--- src/rtl/patch_signal_controller_if.sv ---
// patch_signal_controller_if
//   Configuration bus between the SoC patch configuration master and a
//   patch_signal_controller.
//   cfg_valid : write strobe, at most one write per cycle
//   cfg_addr  : register address (0..7)
//   cfg_data  : write data, LSB-aligned
//   cfg_err   : registered one-cycle pulse when a write is rejected
interface patch_signal_controller_if;
  logic        cfg_valid;
  logic [2:0]  cfg_addr;
  logic [15:0] cfg_data;
  logic        cfg_err;

  modport master (output cfg_valid, output cfg_addr, output cfg_data, input cfg_err);
  modport slave  (input cfg_valid, input cfg_addr, input cfg_data, output cfg_err);
endinterface

--- src/rtl/patch_signal_controller.sv ---
// patch_signal_controller
//   Sits on the control port of a patched module. The exported signals
//   (control_port_in) are passed back unchanged (control_port_out) until a
//   programmed trigger pattern is seen while ARMED; then a mask/value override
//   is applied for DURATION cycles (or until disarm when DURATION is 0).
// Ports
//   clk, rst          : clock, synchronous active-high reset
//   cfg               : configuration bus (slave side)
//   control_port_in   : observed signals from the patched module
//   control_port_out  : controlled signals back to the patched module
//   state             : 0 IDLE, 1 ARMED, 2 ACTIVE
//   active            : high while ACTIVE
//   trig_count        : trigger hits, saturating at 255
// Register map: 0 TRIG_MASK, 1 TRIG_VAL, 2 OVR_MASK, 3 OVR_VAL, 4 DURATION,
//   5 CTRL (bit0 arm, bit1 disarm, bit2 rearm), 6-7 reserved.
// WIDTH and DUR_W must not exceed the 16-bit write data width.
module patch_signal_controller #(
  parameter int WIDTH = 4,
  parameter int DUR_W = 8
) (
  input  logic                     clk,
  input  logic                     rst,
  patch_signal_controller_if.slave cfg,
  input  logic [WIDTH-1:0]         control_port_in,
  output logic [WIDTH-1:0]         control_port_out,
  output logic [1:0]               state,
  output logic                     active,
  output logic [7:0]               trig_count
);

  typedef enum logic [1:0] {
    IDLE   = 2'd0,
    ARMED  = 2'd1,
    ACTIVE = 2'd2
  } state_e;

  state_e             state_q, state_d;
  logic [WIDTH-1:0]   trig_mask_q, trig_mask_d;
  logic [WIDTH-1:0]   trig_val_q, trig_val_d;
  logic [WIDTH-1:0]   ovr_mask_q, ovr_mask_d;
  logic [WIDTH-1:0]   ovr_val_q, ovr_val_d;
  logic [DUR_W-1:0]   duration_q, duration_d;
  logic               rearm_q, rearm_d;
  logic [DUR_W-1:0]   count_q, count_d;
  logic [7:0]         trig_count_q, trig_count_d;
  logic               cfg_err_q, cfg_err_d;

  logic match;
  logic ctrl_wr;
  logic arm_cmd;
  logic disarm_cmd;

  assign match      = ((control_port_in & trig_mask_q) == (trig_val_q & trig_mask_q));
  assign ctrl_wr    = cfg.cfg_valid && (cfg.cfg_addr == 3'd5);
  assign arm_cmd    = ctrl_wr && cfg.cfg_data[0];
  assign disarm_cmd = ctrl_wr && cfg.cfg_data[1];

  always_comb begin
    state_d      = state_q;
    trig_mask_d  = trig_mask_q;
    trig_val_d   = trig_val_q;
    ovr_mask_d   = ovr_mask_q;
    ovr_val_d    = ovr_val_q;
    duration_d   = duration_q;
    rearm_d      = rearm_q;
    count_d      = count_q;
    trig_count_d = trig_count_q;
    cfg_err_d    = 1'b0;

    // Register writes: pattern registers are frozen outside IDLE so a running
    // override can never see a half-updated configuration.
    if (cfg.cfg_valid) begin
      case (cfg.cfg_addr)
        3'd0, 3'd1, 3'd2, 3'd3, 3'd4: begin
          if (state_q == IDLE) begin
            case (cfg.cfg_addr)
              3'd0:    trig_mask_d = cfg.cfg_data[WIDTH-1:0];
              3'd1:    trig_val_d  = cfg.cfg_data[WIDTH-1:0];
              3'd2:    ovr_mask_d  = cfg.cfg_data[WIDTH-1:0];
              3'd3:    ovr_val_d   = cfg.cfg_data[WIDTH-1:0];
              default: duration_d  = cfg.cfg_data[DUR_W-1:0];
            endcase
          end else begin
            cfg_err_d = 1'b1;
          end
        end
        3'd5:    rearm_d   = cfg.cfg_data[2];
        default: cfg_err_d = 1'b1;
      endcase
    end

    // Disarm is checked first in every state so it wins over arm, match
    // and expiry alike.
    case (state_q)
      IDLE: begin
        if (arm_cmd && !disarm_cmd) begin
          state_d = ARMED;
        end
      end
      ARMED: begin
        if (disarm_cmd) begin
          state_d = IDLE;
        end else if (match) begin
          state_d = ACTIVE;
          count_d = duration_q;
          if (trig_count_q != 8'hFF) begin
            trig_count_d = trig_count_q + 8'd1;
          end
        end
      end
      ACTIVE: begin
        if (disarm_cmd) begin
          state_d = IDLE;
        end else if (duration_q != '0) begin
          // The counter holds the cycles left including this one, so the
          // exit edge is the one where it steps from 1 to 0.
          count_d = count_q - DUR_W'(1);
          if (count_q == DUR_W'(1)) begin
            state_d = rearm_q ? ARMED : IDLE;
          end
        end
      end
      default: state_d = IDLE;
    endcase
  end

  always_ff @(posedge clk) begin
    if (rst) begin
      state_q      <= IDLE;
      trig_mask_q  <= '0;
      trig_val_q   <= '0;
      ovr_mask_q   <= '0;
      ovr_val_q    <= '0;
      duration_q   <= '0;
      rearm_q      <= 1'b0;
      count_q      <= '0;
      trig_count_q <= '0;
      cfg_err_q    <= 1'b0;
    end else begin
      state_q      <= state_d;
      trig_mask_q  <= trig_mask_d;
      trig_val_q   <= trig_val_d;
      ovr_mask_q   <= ovr_mask_d;
      ovr_val_q    <= ovr_val_d;
      duration_q   <= duration_d;
      rearm_q      <= rearm_d;
      count_q      <= count_d;
      trig_count_q <= trig_count_d;
      cfg_err_q    <= cfg_err_d;
    end
  end

  // Per-bit override mux; purely combinational from control_port_in.
  genvar gi;
  generate
    for (gi = 0; gi < WIDTH; gi++) begin : g_bit
      assign control_port_out[gi] = ((state_q == ACTIVE) && ovr_mask_q[gi]) ?
                                    ovr_val_q[gi] : control_port_in[gi];
    end
  endgenerate

  assign state       = state_q;
  assign active      = (state_q == ACTIVE);
  assign trig_count  = trig_count_q;
  assign cfg.cfg_err = cfg_err_q;

endmodule

--- src/flat_wrapper.sv ---
// flat-port wrapper written by rule: the top's interface ports become plain ports
module patch_signal_controller_flat 
#(
  parameter int WIDTH = 4,
  parameter int DUR_W = 8
)
  (clk, rst, control_port_in, control_port_out, state, active, trig_count, cfg_cfg_valid, cfg_cfg_addr, cfg_cfg_data, cfg_cfg_err);
  patch_signal_controller_if cfg_i ();
  input  logic clk;
  input  logic rst;
  input  logic [WIDTH-1:0] control_port_in;
  output logic [WIDTH-1:0] control_port_out;
  output logic [1:0] state;
  output logic active;
  output logic [7:0] trig_count;
  input wire logic [$bits(cfg_i.cfg_valid)-1:0] cfg_cfg_valid;
  input wire logic [$bits(cfg_i.cfg_addr)-1:0] cfg_cfg_addr;
  input wire logic [$bits(cfg_i.cfg_data)-1:0] cfg_cfg_data;
  output wire logic [$bits(cfg_i.cfg_err)-1:0] cfg_cfg_err;
  assign cfg_i.cfg_valid = cfg_cfg_valid;
  assign cfg_i.cfg_addr = cfg_cfg_addr;
  assign cfg_i.cfg_data = cfg_cfg_data;
  assign cfg_cfg_err = cfg_i.cfg_err;
  patch_signal_controller #(.WIDTH(WIDTH), .DUR_W(DUR_W)) u_core (.clk(clk), .rst(rst), .cfg(cfg_i), .control_port_in(control_port_in), .control_port_out(control_port_out), .state(state), .active(active), .trig_count(trig_count));
endmodule
--- config.mk ---
export PLATFORM = sky130hd
export DESIGN_NAME = patch_signal_controller_flat
export DESIGN_NICKNAME = d
export VERILOG_FILES = /design/src/rtl/patch_signal_controller_if.sv /design/src/rtl/patch_signal_controller.sv /design/src/flat_wrapper.sv
export SDC_FILE = /design/constraint.sdc
export NUM_CORES = 1
export LEC_CHECK = 0
export BUFFER_PORTS_ARGS = -buffer_cell sky130_fd_sc_hd__clkbuf_2
export CAP_MARGIN = 20
export CORE_MARGIN = 2
export CORE_UTILIZATION = 59
export CTS_CLUSTER_DIAMETER = 200
export DETAILED_ROUTE_END_ITERATION = 8
export GPL_TIMING_DRIVEN = 0
export PLACE_DENSITY = 0.84
export SYNTH_ARGS = -nofsm -noshare
export SYNTH_HDL_FRONTEND = slang
export SYNTH_SLANG_ARGS = --single-unit
--- constraint.sdc ---
create_clock -name clk -period 3.1 [get_ports clk]
set_input_delay 0.31 -clock clk [delete_from_list [all_inputs] [get_ports clk]]
set_output_delay 0.31 -clock clk [all_outputs]
set_load 0.05 [all_outputs]
; Word level (Yosys, flattened, before mapping)
; Index checks and enable logic that the tools add are counted.
; Widths: inputs -> output; s select.
[totals]
inputBits = 26
output_inout_bits = 16
elab_cells = 79
reg_bits = 44
[op_classes]
mux = 19
n_addsub = 2
n_reduce_logical = 25
n_eq_ne = 18
n_bitwise = 5
[op_table]
columns = operator, n
row1 = $mux 8, 4
row2 = $reduce_and 4->1, 7
row3 = $pmux 8 s2, 1
row4 = $mux 2, 6
row5 = $ne 3x1->1 const B, 3
row6 = $add 8x1->8 const B, 1
row7 = $and 4x4->4, 2
row8 = $eq 8x1->1 const B, 1
row9 = $logic_and 1x1->1, 8
row10 = $ne 8x8->1 const B, 1
row11 = $reduce_bool 8->1, 1
row12 = $sub 8x1->8 const B, 1
row13 = $eq 3x2->1 const B, 2
row14 = $eq 3x3->1 const B, 2
row15 = $mux 1, 6
row16 = $ne 2x2->1 const B, 3
row17 = $pmux 2 s3, 1
row18 = $reduce_and 5->1, 1
row19 = $reduce_or 5->1, 1
row20 = $eq 4x4->1, 1
row21 = $ne 2x1->1 const B, 2
row22 = $reduce_or 4->1, 1
row23 = $eq 3x1->1 const B, 1
row24 = $logic_not 3->1, 1
row25 = 9 further kinds, 11

; Longest topological paths before layout
[depth]
depth_word = 7
ltp_mapped = 8

; Worst setup path before layout
; No wires, ideal clock.
[synth_path]
kind = register to output
start = register u_core.state_q[1] (netlist: u_core.state[1])
end = output control_port_out[0]
required_time_ns = 2.790
arrival_ns = 2.241
n_path_buf = 2
slack_ns = 0.549
path_stages_with_launch = 6
cell_sequence = dfxtp_1 -> ha_1 -> clkbuf_8 -> clkbuf_1 -> nand2_1 -> mux2_2
[synth_between]
elab_chain_len = 3
[synth_lines]
columns = element, line_no
row1 = "start, declared", patch_signal_controller.sv:37  ; state_e state_q, state_d;
row2 = "start signal, assigned", patch_signal_controller.sv:140  ; state_q <= state_d;
row3 = $eq 2x2->1, --
row4 = net active, flat_wrapper.sv:14  ; output logic active;
row5 = $logic_and 1x1->1, patch_signal_controller.sv:157  ; assign control_port_out[gi] = ((state_q == ACTIVE) && ovr_mask_q[gi]) ?
row6 = $mux 1, patch_signal_controller.sv:157
row7 = "end, declared", flat_wrapper.sv:12  ; output logic [WIDTH-1:0] control_port_out;
; The timed path passes the listed nets, and every way through them passes these cells.

; Final worst setup path
[layout_path]
start = register u_core.state_q[0] (netlist: u_core.state[0])
end = output control_port_out[1]
[layout_between]
elab_chain_len = 3
[layout_lines]
columns = element, line_no
row1 = $eq 2x2->1, patch_signal_controller.sv:157
row2 = $logic_and 1x1->1, patch_signal_controller.sv:157
row3 = $mux 1, patch_signal_controller.sv:157
; Every way passes these cells.

==> qor.csv <==
metric,value,unit
outcome,finished clean,
cts_hold_buf,0,
yosysUniqueCellTypes,40,
hpwl,3894,µm
chipWidth,65.89,µm
grt_pass1_vias,2020,
start_kind,flip-flop,
post-route-util,72.21,%
fmax,0.4079,GHz
maxCapViolCount,0,
cts_root_buf,clkbuf_8,
io_pins,42,
grt_max_degree,15,
worstReg2RegEnd,u_core.trig_count[7],
synth_cells,261,
synth_ff_type,dfxtp_1,
rows,22,
final_cell_area,0.002644,mm²
antenna_found_initial,0,
cts_buffers,5,
yosysWarnings,0,
leakage,1.085,nW
ir_drop,0.4587,mV
cp_max_fo,10,
dieArea,0.004341,mm²
routed_wl,5479,µm
power,1.588,mW
worstReg2RegStart,u_core.state[1],
coreArea,0.003661,mm²
synthAdderAreaFrac,3.876,%
tritoncts,built,
avgRoutedWirePerCell,15.65,µm
numPortBuffers,33,
critPathCaptureType,output port,
synthesis.nets,294,
yosysSeqAreaShare,38.98,%
grt.overflow.total,0,
ys_seq_elements,44,
first_iter_violations,178,
track_usage,27.79,%
viasPerCell,5.954,
cts.path.max_buffers,2,
criticalPathCategory,flip-flop to output port,
r2r_slack,0.76,ns
synth.area.mux_share,13.84,%
postSynth.asyncResetShare,0,%
cts.repair.resized,0,
diodes,0,
synth_area,0.002260,mm²
cts_setup_buffers,0,
drive_above_1_share,18.21,%
htreeDepth,2,
fin_nets,334,
fillCellCount,290,
synth-compound-area-share,14.62,%
synth-simple-area-share,21.93,%
cts_sinks,44,
final_common_cell,dfxtp_1,
finalSetupViolations,0,
startpoint,u_core.state[0],
maxSlewViolCount,0,
grt_pass1_wl,9135,µm
area_delta_synth_final,17.00,%
fin_worst_skew,0.008951,ns
clk-insertion-delay-late,0.30,ns
tightest_slew,0.8228,ns
synth-edff-count,0,
fin_tns_setup,0,ns
worstRegToRegCells,7,
clkTransAtPathRegs,0.09,ns
cp.arrival,2.14,ns
routabilityCongestion,0.8315,
synth.avg_cell_area,8.658,µm²
via_count,2084,
die_y,65.89,µm
dr.pass1.iters,4,
holdCritPathClass,input pin to flip-flop,
postRouteAntennaNets,0,
mostFrequentLayoutCells,"dfxtp_1, clkbuf_2, nor2_1",
start_util,61.72,%
period_needed,2.451,ns
placed_area,0.002485,mm²
p_per_area,600.6,mW/mm²
endpoint,control_port_out[1],
relSlewSlack,44.65,%
drc_errors,0,
rsz0062_at_grt,false,
cp_data_required_time,2.79,ns
synth-xor-area-share,2.326,%
synth_top_family_by_area,simple AND/OR/NAND/NOR gates,
finalHoldViolCount,0,
post-route-period-util,79.08,%
## logic make-up (layout without fill, tap and decap cells)
group | count (synthesis) | in the layout
fa+ha+maj | 7 | 7
flops | 44 | 44
compound gates | 51 | 51
mux | 30 | 30
xor+xnor | 6 | 6
buf+inv | 24 | 65
simple gates | 99 | 99
## cells in the mapped netlist (3+ instances only)
library cell / n / area share [%]
nor2_1: 32 / 5.3
nand2_1: 22 / 3.7
nand4_1: 4 / 1.1
xor2_1: 4 / 1.6
mux2i_1: 20 / 8.9
nor4_1: 5 / 1.4
clkbuf_1: 11 / 1.8
inv_1: 10 / 1.7
nor3_1: 5 / 1.1
o21ai_0: 11 / 2.4
mux2_2: 10 / 5.0
nand3_1: 9 / 2.0
nor2b_1: 4 / 1.1
ha_1: 7 / 3.9
nand3b_1: 3 / 1.0
a31oi_1: 5 / 1.4
a21oi_1: 16 / 3.5
nor3b_1: 3 / 1.0
dfxtp_1: 44 / 39
o2111ai_1: 5 / 1.9
## sequential cells by signal (all words and copies together), names as in the netlist
signal              flops
u_core.ovr_val_q        4
u_core.duration_q       8
u_core.cfg.cfg_err      1
u_core.rearm_q          1
u_core.trig_count       8
u_core.state            2
u_core.count_q          8
u_core.trig_val_q       4
u_core.trig_mask_q      4
u_core.ovr_mask_q       4
## worst max-delay path, stage by stage (launching register included)
cell and delay [ns]:
dfxtp_1 0.35, inv_1 0.11, ha_1 0.18, clkbuf_8 0.17, clkbuf_1 0.39, nand2_1 0.12, mux2_2 0.28, clkbuf_2 0.23
## per-layer routing
layer | GRT usage (%) | vias to the layer above | routed length, µm
li1 | - | 1019 | -
met5 | 0 | - | 0
met3 | 6.644 | 9 | 284
met4 | 10.68 | 0 | 76
met2 | 51.26 | 70 | 2863
met1 | 30.34 | 986 | 2255
## stage by stage
stage          hold slack, ns  cells  worst slack [ns]
3_3_place_gp           0.4433    342            0.8771
4_1_cts                0.2406    350            0.6585
2_1_floorplan          0.4360    261            0.5491
3_5_place_dp           0.4460    342            0.8044
5_1_grt                0.2698    350            0.5411
6_report               0.2338    350            0.6487
## power by group
| part | switching (mW) | internal (mW) | leakage [nW] |
|---|---|---|---|
| logic | 0.229 | 0.129 | 0.651 |
| clock network | 0.203 | 0.403 | 0.0784 |
| registers | 0.0295 | 0.595 | 0.356 |
| total | 0.461 | 1.13 | 1.08 |
## how the worst min path moves through the flow
stage,slack [ns],cells past startpoint,to,startpoint
2_1_floorplan,0.44,2,u_core.trig_mask_q[2],u_core.trig_mask_q[2]
3_3_place_gp,0.44,2,u_core.trig_mask_q[3],u_core.trig_mask_q[3]
3_5_place_dp,0.45,2,u_core.trig_mask_q[3],u_core.trig_mask_q[3]
4_1_cts,0.24,3,u_core.duration_q[5],cfg_cfg_data[5]
5_1_grt,0.27,3,u_core.duration_q[6],cfg_cfg_data[6]
6_report,0.23,3,u_core.duration_q[5],cfg_cfg_data[5]
## final cells by class
| cell class | instances | area, µm² | share of cell area, % |
|---|---|---|---|
| Clock inverter | 3 | 90.09 | 3.407 |
| Buffer | 14 | 62.56 | 2.366 |
| Inverter | 10 | 37.54 | 1.420 |
| Timing Repair Buffer | 33 | 165.2 | 6.247 |
| Tap cell | 48 | 60.06 | 2.272 |
| Clock buffer | 5 | 68.82 | 2.603 |
| Sequential cell | 44 | 880.8 | 33.32 |
| Multi-Input combinational cell | 193 | 1279 | 48.37 |
Note: power is estimated with default switching activity, not from simulation.
